===== config.mk =====
export PLATFORM = sky130hd
export DESIGN_NAME = calc_entry_engine
export DESIGN_NICKNAME = d
export VERILOG_FILES = /design/src/rtl/calc_pkg.sv /design/src/rtl/seq_divider.sv /design/src/rtl/calc_entry_engine.sv
export SDC_FILE = /design/constraint.sdc
export NUM_CORES = 1
export LEC_CHECK = 0
export BUFFER_PORTS_ARGS = -buffer_cell sky130_fd_sc_hd__buf_2
export CAP_MARGIN = 5
export CORE_MARGIN = 10
export CORE_UTILIZATION = 50
export DETAILED_ROUTE_END_ITERATION = 6
export PLACE_DENSITY = 0.68
export SLEW_MARGIN = 20
export SYNTH_ARGS = -nofsm -noshare
export SYNTH_HDL_FRONTEND = slang
export SYNTH_SLANG_ARGS = --single-unit

===== constraint.sdc =====
create_clock -name clk -period 17.65 [get_ports clk]
set_input_delay 0 -clock clk [delete_from_list [all_inputs] [get_ports clk]]
set_output_delay 0 -clock clk [all_outputs]
set_load 0.005 [all_outputs]

===== src/rtl/calc_pkg.sv =====
// Shared operator codes, FSM state encoding and decimal limits for the calculator entry path.
// No logic of its own; imported by the engine and used by the bench for its limits.
// No flow control; constants and a constant-evaluable helper only.
package calc_pkg;

    localparam logic [2:0] OP_NONE = 3'd0;
    localparam logic [2:0] OP_ADD  = 3'd1;
    localparam logic [2:0] OP_SUB  = 3'd2;
    localparam logic [2:0] OP_MUL  = 3'd3;
    localparam logic [2:0] OP_DIV  = 3'd4;
    localparam logic [2:0] OP_MOD  = 3'd5;

    typedef enum logic [2:0] {
        ENTER_A,
        OP_WAIT,
        ENTER_B,
        DIV,
        DONE
    } state_t;

    function automatic int unsigned pow10(input int unsigned n);
        int unsigned r;
        r = 1;
        for (int unsigned i = 0; i < n; i++) begin
            r = r * 10;
        end
        return r;
    endfunction

    localparam int unsigned DEF_MAX_DIGITS = 4;
    localparam int unsigned MAX_VAL        = pow10(DEF_MAX_DIGITS) - 1;

endpackage


===== src/rtl/seq_divider.sv =====
// Unsigned restoring divider producing one quotient bit per cycle.
// Latency: done pulses W cycles after an accepted start; busy is high for exactly those W cycles.
// Backpressure: none; start while busy is dropped, the caller must wait for done.
module seq_divider #(
    parameter int W = 16
) (
    input  logic         clk,
    input  logic         reset,
    input  logic         start,
    input  logic [W-1:0] dividend,
    input  logic [W-1:0] divisor,
    output logic         busy,
    output logic         done,
    output logic [W-1:0] quotient,
    output logic [W-1:0] remainder
);

    localparam int CNT_W = $clog2(W);

    logic             busy_q, busy_d;
    logic             done_q, done_d;
    logic [W-1:0]     quo_q, quo_d;
    logic [W-1:0]     rem_q, rem_d;
    logic [W-1:0]     dvs_q, dvs_d;
    logic [CNT_W-1:0] cnt_q, cnt_d;

    logic [W:0] shifted;
    logic [W:0] diff;

    // The partial remainder is always below the divisor, so the trial
    // difference fits back into W bits whenever it does not borrow.
    assign shifted = {rem_q, quo_q[W-1]};
    assign diff    = shifted - {1'b0, dvs_q};

    always_comb begin
        busy_d = busy_q;
        done_d = 1'b0;
        quo_d  = quo_q;
        rem_d  = rem_q;
        dvs_d  = dvs_q;
        cnt_d  = cnt_q;
        if (busy_q) begin
            if (!diff[W]) begin
                rem_d = diff[W-1:0];
                quo_d = {quo_q[W-2:0], 1'b1};
            end else begin
                rem_d = shifted[W-1:0];
                quo_d = {quo_q[W-2:0], 1'b0};
            end
            cnt_d = cnt_q + CNT_W'(1);
            if (cnt_q == CNT_W'(W - 1)) begin
                busy_d = 1'b0;
                done_d = 1'b1;
            end
        end else if (start) begin
            busy_d = 1'b1;
            quo_d  = dividend;
            rem_d  = '0;
            dvs_d  = divisor;
            cnt_d  = '0;
        end
    end

    always_ff @(posedge clk) begin
        if (reset) begin
            busy_q <= 1'b0;
            done_q <= 1'b0;
            quo_q  <= '0;
            rem_q  <= '0;
            dvs_q  <= '0;
            cnt_q  <= '0;
        end else begin
            busy_q <= busy_d;
            done_q <= done_d;
            quo_q  <= quo_d;
            rem_q  <= rem_d;
            dvs_q  <= dvs_d;
            cnt_q  <= cnt_d;
        end
    end

    assign busy      = busy_q;
    assign done      = done_q;
    assign quotient  = quo_q;
    assign remainder = rem_q;

endmodule


===== src/rtl/calc_entry_engine.sv =====
// Keypad-driven calculator: builds two decimal operands and an operator, then evaluates on submit.
// Latency: add/sub/mul result one cycle after the submit edge; div/mod DIV_W + 2 cycles.
// Backpressure: none; key edges that arrive while the divider runs are discarded.
module calc_entry_engine
    import calc_pkg::*;
#(
    parameter int MAX_DIGITS = 4,
    parameter int W          = 16,
    parameter int DIV_W      = 16
) (
    input  logic         clk,
    input  logic         reset,
    input  logic [3:0]   num,
    input  logic         numPressed,
    input  logic [2:0]   opt,
    input  logic         optPressed,
    input  logic         submit,
    output logic [W-1:0] disp_val,
    output logic [2:0]   disp_op,
    output logic         neg,
    output logic         err,
    output logic         busy,
    output logic         result_valid
);

    localparam int unsigned  MAX_V = pow10(MAX_DIGITS) - 1;
    localparam int           CW    = $clog2(MAX_DIGITS + 1);
    localparam logic [W-1:0] MAX_W = W'(MAX_V);
    localparam logic [W-1:0] TEN   = W'(10);

    state_t        state_q, state_d;
    logic [W-1:0]  acc_a_q, acc_a_d;
    logic [W-1:0]  acc_b_q, acc_b_d;
    logic [W-1:0]  res_q, res_d;
    logic [CW-1:0] cnt_q, cnt_d;
    logic [2:0]    op_q, op_d;
    logic          neg_q, neg_d;
    logic          err_q, err_d;
    logic          rv_q, rv_d;
    logic          num_prev_q, opt_prev_q, sub_prev_q;

    logic          sub_ev, opt_ev, dig_ev;
    logic          div_start, div_busy, div_done;
    logic [W-1:0]  div_quo, div_rem;
    logic [W-1:0]  digit_w;
    logic [W:0]    sum;
    logic [2*W-1:0] prod;
    logic [W-1:0]  alu_res;
    logic          alu_neg, alu_err;
    logic          can_digit;

    // One event per key press; submit outranks operator outranks digit.
    assign sub_ev  = submit & ~sub_prev_q;
    assign opt_ev  = optPressed & ~opt_prev_q & ~sub_ev
                   & (opt >= OP_ADD) & (opt <= OP_MOD);
    assign dig_ev  = numPressed & ~num_prev_q & ~sub_ev & ~(optPressed & ~opt_prev_q)
                   & (num <= 4'd9);
    assign digit_w = W'(num);
    assign can_digit = (cnt_q < CW'(MAX_DIGITS));

    assign sum  = {1'b0, acc_a_q} + {1'b0, acc_b_q};
    assign prod = {{W{1'b0}}, acc_a_q} * {{W{1'b0}}, acc_b_q};

    always_comb begin
        alu_res = '0;
        alu_neg = 1'b0;
        alu_err = 1'b0;
        case (op_q)
            OP_ADD: begin
                alu_err = (sum > {1'b0, MAX_W});
                alu_res = alu_err ? '0 : sum[W-1:0];
            end
            OP_SUB: begin
                alu_neg = (acc_a_q < acc_b_q);
                alu_res = alu_neg ? (acc_b_q - acc_a_q) : (acc_a_q - acc_b_q);
            end
            OP_MUL: begin
                alu_err = (prod > {{W{1'b0}}, MAX_W});
                alu_res = alu_err ? '0 : prod[W-1:0];
            end
            default: begin
                alu_res = '0;
            end
        endcase
    end

    always_comb begin
        state_d   = state_q;
        acc_a_d   = acc_a_q;
        acc_b_d   = acc_b_q;
        res_d     = res_q;
        cnt_d     = cnt_q;
        op_d      = op_q;
        neg_d     = neg_q;
        err_d     = err_q;
        rv_d      = 1'b0;
        div_start = 1'b0;
        case (state_q)
            ENTER_A: begin
                if (dig_ev && can_digit) begin
                    acc_a_d = acc_a_q * TEN + digit_w;
                    cnt_d   = cnt_q + CW'(1);
                end else if (opt_ev) begin
                    op_d    = opt;
                    state_d = OP_WAIT;
                end
            end
            OP_WAIT: begin
                if (opt_ev) begin
                    op_d = opt;
                end else if (dig_ev) begin
                    acc_b_d = digit_w;
                    cnt_d   = CW'(1);
                    state_d = ENTER_B;
                end
            end
            ENTER_B: begin
                if (sub_ev) begin
                    if (op_q == OP_DIV || op_q == OP_MOD) begin
                        if (acc_b_q == '0) begin
                            err_d   = 1'b1;
                            res_d   = '0;
                            rv_d    = 1'b1;
                            state_d = DONE;
                        end else begin
                            div_start = 1'b1;
                            state_d   = DIV;
                        end
                    end else begin
                        res_d   = alu_res;
                        neg_d   = alu_neg;
                        err_d   = alu_err;
                        rv_d    = 1'b1;
                        state_d = DONE;
                    end
                end else if (dig_ev && can_digit) begin
                    acc_b_d = acc_b_q * TEN + digit_w;
                    cnt_d   = cnt_q + CW'(1);
                end
            end
            DIV: begin
                if (div_done) begin
                    res_d   = (op_q == OP_DIV) ? div_quo : div_rem;
                    rv_d    = 1'b1;
                    state_d = DONE;
                end
            end
            DONE: begin
                // A signed or overflowed result cannot seed a chained operation.
                if (opt_ev && !err_q && !neg_q) begin
                    acc_a_d = res_q;
                    op_d    = opt;
                    cnt_d   = CW'(MAX_DIGITS);
                    state_d = OP_WAIT;
                end else if (dig_ev) begin
                    neg_d   = 1'b0;
                    err_d   = 1'b0;
                    op_d    = OP_NONE;
                    acc_b_d = '0;
                    acc_a_d = digit_w;
                    cnt_d   = CW'(1);
                    state_d = ENTER_A;
                end
            end
            default: begin
                state_d = ENTER_A;
            end
        endcase
    end

    always_ff @(posedge clk) begin
        if (reset) begin
            state_q    <= ENTER_A;
            acc_a_q    <= '0;
            acc_b_q    <= '0;
            res_q      <= '0;
            cnt_q      <= '0;
            op_q       <= OP_NONE;
            neg_q      <= 1'b0;
            err_q      <= 1'b0;
            rv_q       <= 1'b0;
            num_prev_q <= 1'b0;
            opt_prev_q <= 1'b0;
            sub_prev_q <= 1'b0;
        end else begin
            state_q    <= state_d;
            acc_a_q    <= acc_a_d;
            acc_b_q    <= acc_b_d;
            res_q      <= res_d;
            cnt_q      <= cnt_d;
            op_q       <= op_d;
            neg_q      <= neg_d;
            err_q      <= err_d;
            rv_q       <= rv_d;
            num_prev_q <= numPressed;
            opt_prev_q <= optPressed;
            sub_prev_q <= submit;
        end
    end

    seq_divider #(
        .W(DIV_W)
    ) u_div (
        .clk       (clk),
        .reset     (reset),
        .start     (div_start),
        .dividend  (acc_a_q),
        .divisor   (acc_b_q),
        .busy      (div_busy),
        .done      (div_done),
        .quotient  (div_quo),
        .remainder (div_rem)
    );

    always_comb begin
        case (state_q)
            ENTER_A, OP_WAIT: disp_val = acc_a_q;
            ENTER_B, DIV:     disp_val = acc_b_q;
            DONE:             disp_val = res_q;
            default:          disp_val = '0;
        endcase
    end

    assign disp_op      = op_q;
    assign neg          = neg_q;
    assign err          = err_q;
    assign busy         = div_busy;
    assign result_valid = rv_q;

endmodule


==> metrics.yaml <==
sta:
  relSlewSlack: 0.2472
  setup_viol: 0
  skew_ns: 0.01699
  period_share: 0.4537
  tns_ns: 0
  slew_violations: 0
  hold_violations: 0
  worstMarginPinSlew_ns: 1.123
  fmax_mhz: 124.9
  timing.final.crit_period_ns: 8.008
  grt_setup_unrepaired: "no"
clock_network:
  numCtsBuffers: 17
  clk_pin_slew_worst_paths_ns: 0.06
  post_cts.repair.setup_buffers: 0
  cts_resized: 0
  clockBufferDepth: 2
  numClockSinks: 117
  cts-hold-fix-buffers: 7
  clkLatencyLatePin_ns: 0.44
  cts_tree: "built"
  h-tree-depth: 4
  root_buffer: "clkbuf_16"
critical_path:
  r2r_slack_ns: 9.64
  reg2reg_depth: 24
  cp_max_fo: 17
  worst_setup_path_start_kind: "flop"
  end_kind: "flop"
  cp.required_ns: 18.00
  arrival_ns: 8.36
  r2r-start: "acc_b_q[12]$_SDFFE_PP0P_"
  timing.rr.end: "res_q[9]$_SDFFE_PP0P_"
  timing_worst_setup_path_type: "flop to flop"
route:
  post-route-drc-count: 3
  drtIter0Drc: 1976
  routed_via_density: 6.216
  drtPass1Iterations: 7
  wire_per_inst_um: 23.11
  vias: 19360
  wl_mm: 71.98
  final_antenna_net_count: 0
placed_design:
  io_buffers: 34
  gp_congestion: 1.016
  hpwl_mm: 56.51
final_layout:
  ff_latch_area_um2: 2342
  final_net_count: 3012
  mostFrequentLayoutCell: "inv_1"
  multi_input_area_um2: 16110
  fillers: 3818
  utilization: 0.5392
  diodes: 0
  final_cell_mix: "inv_1 (309), nand2_1 (300), nor2_1 (298)"
  area_growth_pct: 6.233
  layout-drive-gt1-share: 0.06525
grt:
  antenna_found_initial: 1
  grt_usage: 0.2858
  grt_pass1_vias: 18990
  overflow: 0
  grt_pass1_wl_mm: 111.5
  grt_max_degree: 57
power_and_ir_drop:
  combPwrFrac: 0.327
  max-vdd-ir-drop_uv: 68.11
  power.leakage_nw: 9.751
  power_density_nw_per_um2: 44.74
  seq_power_share: 0.293
  p_sw_frac: 0.3856
  internal-power_mw: 0.5904
  switchingPower_mw: 0.3704
  power_frac_clock: 0.380
floorplanning:
  die_area_um2: 48870
  num_rows: 73
  die_h_um: 221.1
  initial_core_util: 0.5076
  die_w_um: 221.1
  core-area_um2: 39820
  io_pins: 35
synth:
  ys_types: 97
  syn_area_um2: 20210
  ys.flop_type: "dfxtp_1"
  syn_inst: 2611
  async_flop_share: 0
  syn_avg_cell_area_um2: 7.742
  ys.warnings.count: 0
  yosysSeqAreaShare: 0.1159
  synth_edf_count: 0
  synth_nets: 3046
  ys_ff_latch: 117
hold_path:
  whs_path_depth: 3
  min_from: "num[3]"
  min_to: "acc_b_q[3]$_SDFFE_PP0P_"
  hp-class: "primary input to flop"
job:
  max_cap_violations: 0
outcome:
  outcome: "finished with violations"
  violations: "DRC"
[layer usage]
layer	vias to the layer above	wire, µm	global-route usage
met2	941	31950	0.4408
met4	0	3432	0.1275
li1	8802	-	-
met3	194	6911	0.05866
met1	9425	29690	0.3784
met5	-	0	0
[worst max-delay path: stages, from the launching register on]
cell and delay [ns]:
dfxtp_1 0.87, clkinv_1 0.57, nor2_1 0.28, fa_1 0.42
inv_1 0.08, fa_1 0.41, inv_1 0.09, fa_1 0.42
fa_1 0.54, fa_1 0.56, inv_1 0.06, fa_1 0.53
inv_1 0.05, ha_1 0.41, and3_4 0.23, a221oi_4 0.36
o21ai_2 0.12, a21oi_2 0.20, o21ai_2 0.09, a211o_1 0.32
a211o_1 0.33, nor4_4 0.25, buf_4 0.33, nand3_1 0.14
a211oi_2 0.24
[area by class of cell]
cell class                 instances  area share
clock inverter                    13    0.006701
multi-input combinational       2035      0.7503
sequential                       117      0.1091
inverter                         325     0.05693
clock buffer                      19     0.02109
tap                              525     0.03059
timing repair buffer              81     0.02529
[cell families (layout without fill, tap and decap cells)]
| kind of cell | Yosys count | count (layout) | share of synthesized area |
|---|---|---|---|
| AO/OA/AOI/OAI | 551 | 551 | 0.1855 |
| flip-flops | 117 | 117 | 0.1159 |
| XOR/XNOR | 81 | 81 | 0.03615 |
| adder cells (fa/ha/maj) | 423 | 423 | 0.3369 |
| buffers and inverters | 459 | 438 | 0.08852 |
| multiplexers | 59 | 59 | 0.02971 |
| AND/OR/NAND/NOR | 921 | 921 | 0.2074 |
[through the flow]
stage / power [mW] / setup WS [ns] / hold WS [ns] / cell area, µm² / cells
final: 0.9608 / 9.642 / 0.1005 / 21470 / 3115
after floorplan: 0.4857 / 10.54 / 0.1282 / 20210 / 2611
after CTS: 0.9492 / 9.706 / 0.08341 / 21470 / 3115
after detailed placement: 0.5860 / 9.727 / 0.2510 / 20800 / 3076
after global routing: 0.9904 / 9.236 / 0.1026 / 21470 / 3115
after global placement: 0.5863 / 9.765 / 0.2417 / 20800 / 3076
[cells in the mapped netlist (25+ instances only)]
cell type	number	share of area
fa_1	202	0.20
xor2_1	28	0.012
a21oi_1	170	0.042
or3_1	25	0.0077
nand3_1	69	0.017
inv_1	309	0.057
ha_1	221	0.14
nor3_1	62	0.015
nor2b_1	26	0.0080
mux2i_1	51	0.025
nand2_1	300	0.056
xnor2_1	51	0.022
clkbuf_1	107	0.020
dfxtp_1	117	0.12
a211oi_1	36	0.013
o21ai_0	89	0.022
nor2_1	300	0.056
a21o_1	30	0.011
[flip-flops by register name, summed over array words and instances, names as in the netlist]
signal	flops
opt_prev_q	1
err	1
acc_a_q	16
sub_prev_q	1
u_div.busy	1
cnt_q	3
disp_op	3
u_div.quotient	16
u_div.done	1
u_div.dvs_q	16
acc_b_q	16
num_prev_q	1
neg	1
u_div.cnt_q	4
u_div.remainder	16
res_q	16
state_q	3
result_valid	1
[power by group through the flow]
| stage | registers [mW] | clock network (mW) | logic [mW] |
|---|---|---|---|
| floorplan | 0.283 | 0 | 0.202 |
| finish | 0.281 | 0.365 | 0.314 |
| detailed placement | 0.286 | 0 | 0.300 |
| CTS | 0.281 | 0.366 | 0.302 |
| global route | 0.282 | 0.378 | 0.331 |
| global placement | 0.286 | 0 | 0.300 |
[worst max-delay path by stage]
stage,start,to,slack (ns),depth (start not counted)
final,acc_b_q[12]$_SDFFE_PP0P_,res_q[9]$_SDFFE_PP0P_,9.64,24
after global routing,acc_b_q[14]$_SDFFE_PP0P_,res_q[9]$_SDFFE_PP0P_,9.24,22
after CTS,acc_b_q[12]$_SDFFE_PP0P_,res_q[9]$_SDFFE_PP0P_,9.71,24
after detailed placement,acc_b_q[12]$_SDFFE_PP0P_,res_q[9]$_SDFFE_PP0P_,9.73,24
after global placement,acc_b_q[12]$_SDFFE_PP0P_,res_q[7]$_SDFFE_PP0P_,9.76,24
after floorplan,acc_a_q[1]$_SDFFE_PP0P_,res_q[8]$_SDFFE_PP0P_,10.54,25
Note: power is estimated with default switching activity, not from simulation.
